### src/rtl/fc_batch_sequencer.sv
// fc_batch_sequencer: streams packed BRAM inputs into an FC core and writes its result vectors back, batch by batch
module fc_batch_sequencer #(
  parameter int DIM_INPUT = 96,
  parameter int DIM_OUTPUT = 8,
  parameter int INPUT_W = 16,
  parameter int OUTPUT_W = 8,
  parameter int SLOT_W = 16,
  parameter int WORD_W = 32,
  parameter int ADDR_W = 12,
  parameter logic [ADDR_W-1:0] LOAD_BASE = ADDR_W'('h000),
  parameter logic [ADDR_W-1:0] STORE_BASE = ADDR_W'('hD00),
  parameter int MAX_BATCH = 64,
  parameter int TIMEOUT_CYC = 4096,
  localparam int BN_W = $clog2(MAX_BATCH + 1)
) (
  input  logic                           clk,
  input  logic                           rst_n,
  input  logic                           start,
  input  logic [BN_W-1:0]                batch_num,
  input  logic                           abort,
  output logic                           busy,
  output logic                           done,
  output logic [1:0]                     err,
  output logic [BN_W-1:0]                batch_cnt,
  output logic                           fc_in_vld,
  output logic [INPUT_W-1:0]             fc_in_dat,
  input  logic                           fc_out_vld,
  input  logic [DIM_OUTPUT*OUTPUT_W-1:0] fc_out_dat,
  output logic [ADDR_W-1:0]              mem_addr,
  output logic                           mem_en,
  output logic                           mem_we,
  output logic [WORD_W-1:0]              mem_din,
  input  logic [WORD_W-1:0]              mem_dout
);
  localparam int IPW = WORD_W / INPUT_W;
  localparam int OPW = WORD_W / SLOT_W;
  localparam int NW = (DIM_OUTPUT + OPW - 1) / OPW;
  localparam int NRD = DIM_INPUT / IPW;
  localparam int CW = $clog2(DIM_INPUT + 1);
  localparam int LW = IPW > 1 ? $clog2(IPW) : 1;
  localparam int MW = NW > 1 ? $clog2(NW) : 1;
  localparam int TW = $clog2(TIMEOUT_CYC + 1);

  typedef enum logic [2:0] {IDLE, LOAD, WAIT_OUT, STORE, DONE} state_t;

  state_t state, nxt;
  logic [CW-1:0] cnt;
  logic [LW-1:0] lane, olane;
  logic [ADDR_W-1:0] wcnt, rd_ptr, wr_ptr;
  logic [MW-1:0] m;
  logic [TW-1:0] tmr;
  logic [BN_W-1:0] bn;
  logic [WORD_W-1:0] word_q, src;
  logic [DIM_OUTPUT*OUTPUT_W-1:0] res;
  logic [NW*WORD_W-1:0] store_vec;

  // state register
  always_ff @(posedge clk or negedge rst_n)
    if (!rst_n) state <= IDLE;
    else state <= nxt;

  // result vector laid out as zero-extended slots; unused slots stay 0
  always_comb begin
    store_vec = '0;
    for (int j = 0; j < DIM_OUTPUT; j++) store_vec[j*SLOT_W +: OUTPUT_W] = res[j*OUTPUT_W +: OUTPUT_W];
  end

  // next state and all outputs; lane 0 comes straight from the BRAM, later lanes from the held word
  always_comb begin
    nxt = state;
    busy = state != IDLE;
    done = state == DONE;
    fc_in_vld = state == LOAD && cnt != '0;
    src = olane == '0 ? mem_dout : word_q;
    fc_in_dat = fc_in_vld ? src[olane*INPUT_W +: INPUT_W] : '0;
    mem_en = (state == LOAD && lane == '0 && cnt != CW'(DIM_INPUT)) || state == STORE;
    mem_we = state == STORE;
    mem_addr = mem_en ? (state == STORE ? wr_ptr + ADDR_W'(m) : rd_ptr + wcnt) : '0;
    mem_din = state == STORE ? store_vec[m*WORD_W +: WORD_W] : '0;
    if (abort) nxt = IDLE;
    else
      case (state)
        IDLE:     if (start) nxt = batch_num == '0 ? DONE : LOAD;
        LOAD:     if (cnt == CW'(DIM_INPUT)) nxt = WAIT_OUT;
        WAIT_OUT: nxt = fc_out_vld ? STORE : tmr == TW'(TIMEOUT_CYC - 1) ? DONE : WAIT_OUT;
        STORE:    if (m == MW'(NW - 1)) nxt = batch_cnt + 1'b1 == bn ? DONE : LOAD;
        default:  nxt = IDLE;
      endcase
  end

  // counters, pointers, captured data and sticky status
  always_ff @(posedge clk or negedge rst_n)
    if (!rst_n) begin
      cnt <= '0;
      lane <= '0;
      olane <= '0;
      wcnt <= '0;
      m <= '0;
      tmr <= '0;
      bn <= '0;
      word_q <= '0;
      res <= '0;
      err <= '0;
      batch_cnt <= '0;
      rd_ptr <= LOAD_BASE;
      wr_ptr <= STORE_BASE;
    end else begin
      cnt <= state == LOAD && nxt == LOAD ? cnt + 1'b1 : '0;
      lane <= state == LOAD && nxt == LOAD && lane != LW'(IPW - 1) ? lane + 1'b1 : '0;
      olane <= lane;
      wcnt <= state == LOAD && nxt == LOAD ? wcnt + ADDR_W'(mem_en) : '0;
      m <= state == STORE && nxt == STORE ? m + 1'b1 : '0;
      tmr <= state == WAIT_OUT && nxt == WAIT_OUT ? tmr + 1'b1 : '0;
      if (fc_in_vld && olane == '0) word_q <= mem_dout;
      if (!abort) begin
        if (state == IDLE && start) begin
          err <= '0;
          batch_cnt <= '0;
          bn <= batch_num;
          rd_ptr <= LOAD_BASE;
          wr_ptr <= STORE_BASE;
        end
        if (state == LOAD && cnt == CW'(DIM_INPUT)) rd_ptr <= rd_ptr + ADDR_W'(NRD);
        if (state == WAIT_OUT && fc_out_vld) res <= fc_out_dat;
        if (state == WAIT_OUT && !fc_out_vld && tmr == TW'(TIMEOUT_CYC - 1)) err[0] <= 1'b1;
        if (state != WAIT_OUT && fc_out_vld) err[1] <= 1'b1;
        if (state == STORE && m == MW'(NW - 1)) begin
          wr_ptr <= wr_ptr + ADDR_W'(NW);
          batch_cnt <= batch_cnt + 1'b1;
        end
      end
    end
endmodule

### config.mk
export PLATFORM = sky130hd
export DESIGN_NAME = fc_batch_sequencer
export DESIGN_NICKNAME = d
export VERILOG_FILES = /design/src/rtl/fc_batch_sequencer.sv
export SDC_FILE = /design/constraint.sdc
export NUM_CORES = 1
export LEC_CHECK = 0
export ABC_CLOCK_PERIOD_IN_PS = 3130
export BUFFER_PORTS_ARGS = -buffer_cell sky130_fd_sc_hd__buf_2
export CELL_PAD_IN_SITES_DETAIL_PLACEMENT = 0
export CELL_PAD_IN_SITES_GLOBAL_PLACEMENT = 1
export CORE_MARGIN = 2
export CORE_UTILIZATION = 44
export CTS_BUF_LIST = sky130_fd_sc_hd__clkbuf_4 sky130_fd_sc_hd__clkbuf_8
export DETAILED_ROUTE_END_ITERATION = 6
export GPL_TIMING_DRIVEN = 0
export PLACE_DENSITY = 0.79
export RECOVER_POWER = 25
export SLEW_MARGIN = 10
export SYNTH_ARGS = -nofsm -noshare
export SYNTH_HDL_FRONTEND = slang
export SYNTH_SLANG_ARGS = --single-unit
### constraint.sdc
create_clock -name clk -period 3.13 [get_ports clk]
set_clock_uncertainty 0.05 [all_clocks]
set_input_delay 0.939 -clock clk [delete_from_list [all_inputs] [get_ports clk]]
set_output_delay 0.939 -clock clk [all_outputs]
set_load 0.05 [all_outputs]
==> results.sh, run 1 <==
export IMPL_cp_data_required_time_ns=2.14
export IMPL_p_leak_nw=4.77
export IMPL_yosys_top_cells_area="dfrtp_1, mux2_2, mux4_2"
export IMPL_crit_cells=8
export IMPL_ctsHoldBuffers=0
export IMPL_synthTopCellsByCount="dfrtp_1, nor2_1, mux2_2"
export IMPL_avgViaCountPerCell=5.01
export IMPL_die_width_microns=137
export IMPL_post_route_min_period_ns=3.39
export IMPL_grt_pass1_wl_microns=29200
export IMPL_syn_area_sq_um=7800
export IMPL_status="finished with violations"
export IMPL_portBuffers=164
export IMPL_switching_share_pct=27.7
export IMPL_first_pass_iters=4
export IMPL_vias=5703
export IMPL_wire_per_inst_microns=15.8
export IMPL_grt_pass1_vias=5740
export IMPL_reg2reg_depth=12
export IMPL_crit_fanout=6
export IMPL_worst_pin_slew_ns=1.66
export IMPL_setup_violations_final=30
export IMPL_cap_violations=1
export IMPL_path_cells="inv_1 -> ha_1 -> or4b_4 -> o21a_4 -> nor2b_4 -> buf_8 -> a22o_1 -> buf_6"
export IMPL_setup_worst_path_end="mem_addr[9]"
export IMPL_worst_slack_ns=-0.259
export IMPL_failed_checks="capacitance limit, slew limit, setup timing"
export IMPL_crit_buf_inv=3
export IMPL_synth_main_ff_cell="dfrtp_1"
export IMPL_worst_ep_arrival_time_ns=2.40
export IMPL_die_height_microns=137
export IMPL_rows=48
export IMPL_core_area_sq_um=17300
export IMPL_critPathMaxStageDelay_ns=0.50
export IMPL_tns_ns=-4.43
export IMPL_clk_latency_ns=0.46
export IMPL_clk_path_buf_depth=2
export IMPL_antenna_found_initial=3
export IMPL_dp_hpwl_microns=13300
export IMPL_initial_core_util_pct=45.1
export IMPL_r2r_start="cnt[0]"
export IMPL_r2r_end="wcnt[10]"
export IMPL_crit_start="cnt[0]"
export IMPL_slowest_stage="or4b_4"
export IMPL_clockPowerShare_pct=37.8
export IMPL_cts_buffers=17
export IMPL_hold_worst_slack_ns=0.423
export IMPL_grt_max_degree=89
export IMPL_p_switching_mw=1.12
export IMPL_yosysSeqAreaShare_pct=49.1
export IMPL_netlist_instances=691
export IMPL_regToRegSetupSlack_ns=0.27
export IMPL_dp_cells=1096
export IMPL_htreeDepth=4
export IMPL_final_cell_area_sq_um=9800
export IMPL_route_detailed_drc=0
export IMPL_root_buffer="clkbuf_8"
export IMPL_hold_class="reg2reg"
export IMPL_endpoint_kind="primary output"
export IMPL_synth_async_sr_flop_share_pct=100
export IMPL_placed_area_sq_um=9020
export IMPL_cp_top_family="simple AND/OR/NAND/NOR gates"
export IMPL_fmax_mhz=295
export IMPL_startpoint_type="flop"
export IMPL_synth_most_common_cell="dfrtp_1"
export IMPL_hold_viol=0
export IMPL_seqPwrFrac_pct=52.3
export IMPL_drtIter0Drc=263
export IMPL_synth_area_per_cell_sq_um=11.3
export IMPL_yosysWarnings=0
export IMPL_boundaryPins=182
export IMPL_total_power_mw=4.04
export IMPL_synth_edf_count=0
export IMPL_critical_path_class="reg2out"
export IMPL_gp_congestion=0.757
export IMPL_maxSlewHeadroom_pct=-10.4
export IMPL_grtUsageTotal_pct=20.3
export IMPL_drt_wl_total_microns=18000
export IMPL_yosysTopAreaCellShare_pct=48.1
export IMPL_rsz0062_at_grt="yes"
export IMPL_ys_types=54
export IMPL_post_route_period_util_pct=108
export IMPL_clk_pin_slew_ns=0.09
export IMPL_finalNetCount=1023
export IMPL_overflow=0
export IMPL_finalMaxSlewViolations=67
export IMPL_layout_drive_gt1_share_pct=38.4
export IMPL_cts_tree="done"
export IMPL_power_density_nw_per_um2=412
export IMPL_clock_sinks=153
export IMPL_syn2layout_area_growth_pct=25.7
export IMPL_ant_nets=0
export IMPL_yosysTopAreaCell="dfrtp_1"
export IMPL_ys_seq_elements=153
export IMPL_intPower_mw=2.92
export IMPL_fp_dieArea_sq_um=18800
export IMPL_vdd_drop_max_mv=0.257
export IMPL_fin_cells=1138
export IMPL_combPwrFrac_pct=9.9
cell families (layout without fill, tap and decap cells):
| logic type | count (synthesis) | count (layout) | share of synthesized area [%] |
|---|---|---|---|
| simple gates | 231 | 231 | 14.2 |
| flops | 153 | 153 | 49.1 |
| mux | 114 | 114 | 18.5 |
| buf+inv | 63 | 269 | 4.11 |
| compound gates | 60 | 60 | 5.55 |
| xor+xnor | 53 | 53 | 5.95 |
| fa+ha+maj | 16 | 16 | 2.57 |
| other cells | 1 | 17 | 0.0481 |
routing by layer:
metal  up-vias  GRT usage (%)  wire length [microns]
met2       131           32.3                   8740
met1      2766           26.7                   7790
met5         -              0                     11
met4         2           5.56                    189
met3        16           6.63                   1220
li1       2788              -                      -
layout make-up:
cell class                      count  area (sq um)
Sequential cell                   153          3840
Tap cell                          225           282
Fill cell                        1547          7490
Timing Repair Buffer              176          1130
Multi-Input combinational cell    490          3770
Clock inverter                     14           151
Inverter                           14          52.6
Antenna cell                        1          2.50
Buffer                             47           330
Clock buffer                       18           248
placed cells by master (no fill, tap or decap), types with 4 or more instances in the layout:
| cell | n |
|---|---|
| a21oi_1 | 5 |
| a22o_1 | 11 |
| and2_1 | 17 |
| and3_1 | 8 |
| buf_2 | 135 |
| buf_4 | 26 |
| buf_6 | 34 |
| clkbuf_1 | 17 |
| clkbuf_4 | 4 |
| clkbuf_8 | 20 |
| conb_1 | 16 |
| dfrtp_1 | 146 |
| dfrtp_2 | 4 |
| ha_1 | 16 |
| inv_1 | 14 |
| inv_6 | 5 |
| inv_8 | 4 |
| mux2_1 | 15 |
| mux2_2 | 65 |
| mux2i_1 | 18 |
| mux4_2 | 16 |
| nand2_1 | 62 |
| nand3_1 | 17 |
| nand4_1 | 7 |
| nor2_1 | 72 |
| nor2_2 | 8 |
| nor2b_1 | 4 |
| nor3_1 | 7 |
| nor4_1 | 6 |
| o21ai_0 | 21 |
| or3_1 | 4 |
| xnor2_1 | 31 |
| xor2_1 | 22 |
state kept, by name, indices dropped and copies added (netlist names), 7 cells and up:
name / cells
wcnt: 12
batch_cnt: 7
cnt: 7
rd_ptr: 8
word_q: 16
tmr: 13
bn: 7
wr_ptr: 10
res: 64
worst min-delay path by stage:
stage,from,cells after the start,to
2_1_floorplan,lane,0,olane
3_3_place_gp,lane,0,olane
3_5_place_dp,lane,0,olane
4_1_cts,rst_n,1,bn[5]
5_1_grt,word_q[21],1,word_q[21]
6_report,tmr[0],1,tmr[0]
worst register-to-register path: cells and delay by family (launching register included):
kind | cells | cell delay [ns]
AND/OR/NAND/NOR | 6 | 1.26
AO/OA/AOI/OAI | 1 | 0.23
XOR/XNOR | 1 | 0.15
buffers and inverters | 1 | 0.06
adder cells (fa/ha/maj) | 3 | 0.60
flip-flops | 1 | 0.39
power groups by stage:
stage | sequential [mW] | combinational, mW | clock (mW)
after floorplan | 2.14 | 0.234 | 0
after global placement | 2.15 | 0.381 | 0
after detailed placement | 2.15 | 0.392 | 0
after CTS | 2.12 | 0.411 | 1.57
after global routing | 2.12 | 0.447 | 1.65
final | 2.11 | 0.402 | 1.53
metrics by stage:
step / setup slack (ns) / utilization, %
finish: -0.259 / 56.7
global route: -0.363 / 56.7
CTS: -0.335 / 56.5
detailed placement: -0.298 / 52.1
global placement: -1.35 / 51.9
floorplan: 0.00754 / -
timing repair:
item                                    in CTS  in global routing
setup buffers                                7                  2
endpoints found under the setup margin      47                 44
cloned                                       2                  0
pin swaps                                    8                  6
gates resized for setup                     96                  9
Power figures use the tool's default switching activity.
==> run 2, diff against run 1 <==
Settings changed: BUFFER_PORTS_ARGS -buffer_cell sky130_fd_sc_hd__buf_2 to default, CORE_MARGIN 2 to default, CORE_UTILIZATION 44 to 51, DONT_BUFFER_PORTS from default to 1, PLACE_DENSITY 0.79 to 0.77, SLEW_MARGIN 10 to default.
==> results.sh, run 2 (same netlist as run 1, synthesis figures left out) <==
export IMPL_status="finished with violations"
export IMPL_failed_checks="DRC, setup timing"
export IMPL_root_buffer="clkbuf_8"
export IMPL_grt_pass1_vias=5723
export IMPL_regToRegSetupSlack_ns=0.16
export IMPL_rsz0062_at_grt="yes"
export IMPL_critical_path_class="reg2out"
export IMPL_fillers=1211
export IMPL_boundaryPins=182
export IMPL_startpoint_type="flop"
export IMPL_fp_dieArea_sq_um=15800
export IMPL_total_power_mw=4.05
export IMPL_syn2layout_area_growth_pct=18.8
export IMPL_finalNetCount=879
export IMPL_vias=5318
export IMPL_r2r_end="wcnt[10]"
export IMPL_core_area_sq_um=14800
export IMPL_largest_reg_flops=64
export IMPL_fmax_mhz=278
export IMPL_hold_class="in2async"
export IMPL_gp_congestion=0.790
export IMPL_wire_per_inst_microns=18.9
export IMPL_avgViaCountPerCell=5.59
export IMPL_hold_viol=0
export IMPL_finalMaxSlewViolations=0
export IMPL_grtUsageTotal_pct=24.4
export IMPL_die_width_microns=126
export IMPL_crit_fanout=3
export IMPL_worst_slack_ns=-0.471
export IMPL_vdd_drop_max_mv=0.422
export IMPL_grt_pass1_wl_microns=29600
export IMPL_layout_drive_gt1_share_pct=33.3
export IMPL_setup_violations_final=30
export IMPL_dp_cells=890
export IMPL_maxSlewHeadroom_pct=25.3
export IMPL_die_height_microns=126
export IMPL_multiInputGateArea_sq_um=4070
export IMPL_endpoint_kind="primary output"
export IMPL_post_route_min_period_ns=3.60
export IMPL_worst_pin_slew_ns=1.12
export IMPL_cap_violations=0
export IMPL_clk_pin_slew_ns=0.10
export IMPL_num_antenna_cells=0
export IMPL_top_regs="res (64), word_q (16), tmr (13)"
export IMPL_portBuffers=0
export IMPL_grt_max_degree=154
export IMPL_ant_nets=0
export IMPL_htreeDepth=4
export IMPL_fin_cells=952
export IMPL_clock_sinks=153
export IMPL_post_route_period_util_pct=115
export IMPL_reg2reg_depth=13
export IMPL_hold_worst_slack_ns=0.116
export IMPL_layout_common_cells="dfrtp_1, mux2_2, nor2_1"
export IMPL_overflow=0
export IMPL_regMostFlops="res"
export IMPL_power_density_nw_per_um2=437
export IMPL_cts_tree="done"
export IMPL_initial_core_util_pct=52.9
export IMPL_final_common_cell="dfrtp_1"
export IMPL_route_detailed_drc=14
export IMPL_clk_latency_ns=0.46
export IMPL_first_pass_iters=7
export IMPL_cp_data_required_time_ns=2.14
export IMPL_drtIter0Drc=268
export IMPL_clk_path_buf_depth=2
export IMPL_ctsHoldBuffers=0
export IMPL_dp_hpwl_microns=12600
export IMPL_place_ws_ns=-0.405
export IMPL_r2r_start="cnt[1]"
export IMPL_cts_buffers=17
export IMPL_worst_ep_arrival_time_ns=2.61
export IMPL_drt_wl_total_microns=18000
export IMPL_rows=44
export IMPL_antenna_found_initial=1
export IMPL_regArea_sq_um=3840
export IMPL_p_leak_nw=4.26
run 2: changes by cell type in the layout (fill, tap and decap cells not counted), sizes merged:
cell and delta:
buf -139, clkbuf -6, clkinvlp -1, diode -1
clkinv +1, bufinv +1
run 2: final cells by class:
type	count	share of cell area, %
plain buffers	46	3.31
repair buffers	33	3.54
inverters	14	0.607
well taps	184	2.48
multi-input cells	490	43.9
clock inverters	15	2.15
flip-flops and latches	153	41.5
clock buffers	17	2.52
run 2: metrics by stage:
step	util, %	area (sq um)	TNS (ns)
final	62.8	9270	-8.24
after global routing	62.8	9270	-11.65
after CTS	62.2	9170	-8.61
after detailed placement	55.0	8110	-5.62
after global placement	55.0	8110	-5.39
after floorplan	-	7880	0
run 2: power by group:
part           total (mW)  switching, mW  internal (mW)  leakage (nW)
combinational       0.314          0.182          0.132          1.96
sequential           2.12         0.0607           2.06          2.08
clock                1.61          0.855          0.759         0.220
total                4.05           1.10           2.95          4.26
run 2: worst max path at each step:
stage	to	from	depth (start not counted)
4_1_cts	mem_addr[11]	wcnt[6]	6
6_report	mem_addr[11]	cnt[0]	6
3_3_place_gp	mem_addr[11]	state[2]	6
2_1_floorplan	mem_addr[11]	wcnt[5]	6
3_5_place_dp	mem_addr[10]	state[2]	6
5_1_grt	mem_addr[11]	cnt[0]	6
run 2: repair_timing:
| item | CTS | global route |
|---|---|---|
| pin swaps | 24 | 18 |
| gates resized for setup | 116 | 20 |
| gates cloned | 2 | 0 |
| endpoints found under the setup margin | 47 | 39 |
| buffers inserted | 21 | 11 |
run 2: worst max-delay path, stage by stage, from the launching register on:
cell and delay [ns]:
dfrtp_1 0.37, inv_2 0.05, ha_4 0.14, or4b_4 0.20
o21a_4 0.13, or3b_4 0.36, o211ai_1 0.89
run 2: per-layer routing:
layer | up-vias | global-route usage, % | share of wire (%) | wire length [microns]
met3 | 25 | 8.37 | 6.7 | 1200
met1 | 2650 | 29.8 | 42 | 7500
met5 | - | 0 | 0.072 | 13
met2 | 139 | 41.0 | 50 | 9030
li1 | 2502 | - | - | -
met4 | 2 | 7.39 | 1.5 | 265
==> run 3, diff against run 2 <==
Settings changed: CELL_PAD_IN_SITES_DETAIL_PLACEMENT 0 to 1.
==> results.sh, run 3 (same netlist as run 1, synthesis figures left out) <==
export IMPL_status="finished with violations"
export IMPL_failed_checks="DRC, setup timing"
export IMPL_startpoint_type="flop"
export IMPL_clk_latency_ns=0.44
export IMPL_drtIter0Drc=333
export IMPL_drt_wl_total_microns=20400
export IMPL_dp_hpwl_microns=13900
export IMPL_cp_data_required_time_ns=2.14
export IMPL_cts_tree="done"
export IMPL_power_density_nw_per_um2=426
export IMPL_post_route_period_util_pct=115
export IMPL_cap_violations=0
export IMPL_finalNetCount=877
export IMPL_clk_pin_slew_ns=0.08
export IMPL_core_area_sq_um=14800
export IMPL_worst_pin_slew_ns=1.12
export IMPL_critPathMaxStageDelay_ns=0.88
export IMPL_layout_common_cells="dfrtp_1, mux2_2, nor2_1"
export IMPL_largest_reg_flops=64
export IMPL_setup_violations_final=30
export IMPL_avgViaCountPerCell=5.74
export IMPL_regToRegSetupSlack_ns=0.14
export IMPL_hold_viol=0
export IMPL_finalMaxSlewViolations=0
export IMPL_rows=44
export IMPL_r2r_end="wcnt[8]"
export IMPL_critical_path_class="reg2out"
export IMPL_boundaryPins=182
export IMPL_placed_area_sq_um=8110
export IMPL_clock_sinks=153
export IMPL_syn2layout_area_growth_pct=17.8
export IMPL_fp_dieArea_sq_um=15800
export IMPL_portBuffers=0
export IMPL_hold_class="in2async"
export IMPL_die_width_microns=126
export IMPL_worst_ep_arrival_time_ns=2.62
export IMPL_gp_congestion=0.790
export IMPL_grtUsageTotal_pct=27.6
export IMPL_regMostFlops="res"
export IMPL_grt_pass1_wl_microns=33500
export IMPL_tns_ns=-10.26
export IMPL_die_height_microns=126
export IMPL_reg2reg_depth=12
export IMPL_top_regs="res (64), word_q (16), tmr (13)"
export IMPL_antenna_found_initial=2
export IMPL_fillers=1526
export IMPL_cts_buffers=17
export IMPL_root_buffer="clkbuf_8"
export IMPL_first_pass_iters=7
export IMPL_vias=5460
export IMPL_htreeDepth=4
export IMPL_r2r_start="cnt[0]"
export IMPL_multiInputGateArea_sq_um=4060
export IMPL_regArea_sq_um=3840
export IMPL_slowest_stage="o211ai_1"
export IMPL_post_route_min_period_ns=3.61
export IMPL_fmax_mhz=277
export IMPL_maxSlewHeadroom_pct=24.9
export IMPL_final_cell_area_sq_um=9190
export IMPL_overflow=0
export IMPL_ant_nets=0
export IMPL_grt_pass1_vias=6153
export IMPL_final_common_cell="dfrtp_1"
export IMPL_clk_path_buf_depth=2
export IMPL_layout_drive_gt1_share_pct=33.0
export IMPL_p_leak_nw=4.21
export IMPL_wire_per_inst_microns=21.4
export IMPL_initial_core_util_pct=52.9
export IMPL_route_detailed_drc=28
export IMPL_worst_slack_ns=-0.479
export IMPL_cp_top_family="compound AO/OA/AOI/OAI gates"
export IMPL_grt_max_degree=154
export IMPL_crit_buf_inv=1
export IMPL_crit_fanout=3
export IMPL_endpoint_kind="primary output"
export IMPL_vdd_drop_max_mv=0.422
export IMPL_path_cells="inv_2 -> ha_4 -> or4b_4 -> o21a_4 -> or3b_4 -> o211ai_1"
export IMPL_rsz0062_at_grt="yes"
[run 3: cell types whose count changed in the layout (fill, tap and decap cells not counted), moves of 2 or more]
cell / change
clkinv_2: +3
inv_8: -3
and2_2: +2
and2_4: -2
buf_4: -2
clkbuf_8: +2
clkinv_8: -2
clkinvlp_4: +2
diode_2: +2
[run 3: stage by stage]
stage / cells / util, % / power, mW / hold WS (ns) / setup WS (ns)
6_report: 952 / 62.3 / 3.91 / 0.133 / -0.479
2_1_floorplan: 706 / - / 2.38 / 0.346 / 0.00754
5_1_grt: 951 / 62.3 / 4.07 / 0.0973 / -0.580
3_5_place_dp: 890 / 55.0 / 2.44 / 0.395 / -0.450
3_3_place_gp: 890 / 55.0 / 2.42 / 0.381 / -0.398
4_1_cts: 945 / 61.7 / 3.93 / 0.0987 / -0.482
[run 3: area by class of cell]
cell class / count / share of cell area (%)
Antenna cell: 2 / 0.0545
Buffer: 47 / 3.49
Clock buffer: 18 / 2.70
Clock inverter: 14 / 1.44
Inverter: 14 / 0.613
Multi-Input combinational cell: 490 / 44.2
Sequential cell: 153 / 41.8
Tap cell: 184 / 2.51
Timing Repair Buffer: 30 / 3.24
[run 3: repair_timing]
item                                    4_1_cts  5_1_grt
pin swaps                                    24        7
buffers inserted                             25        5
hold buffers                                  0        0
endpoints found under the setup margin       50       37
resized for setup                           115       12
[run 3: power breakdown]
part	switching [mW]	internal, mW
clock network	0.795	0.666
logic	0.189	0.131
registers	0.0662	2.06
[run 3: worst max-delay path by stage]
stage	from	cells past startpoint	endpoint	slack, ns
2_1_floorplan	wcnt[5]	6	mem_addr[11]	0.008
3_3_place_gp	state[2]	6	mem_addr[11]	-0.40
3_5_place_dp	state[2]	6	mem_addr[10]	-0.45
4_1_cts	cnt[1]	6	mem_addr[11]	-0.48
5_1_grt	cnt[0]	6	mem_addr[11]	-0.58
6_report	cnt[0]	6	mem_addr[11]	-0.48
[run 3: metal layers]
metal	vias up	global-route usage [%]	share of wire, %
li1	2490	-	-
met1	2775	32.7	39
met2	157	47.7	53
met3	36	7.65	5.8
met4	2	10.6	2.3
met5	-	0	0.064
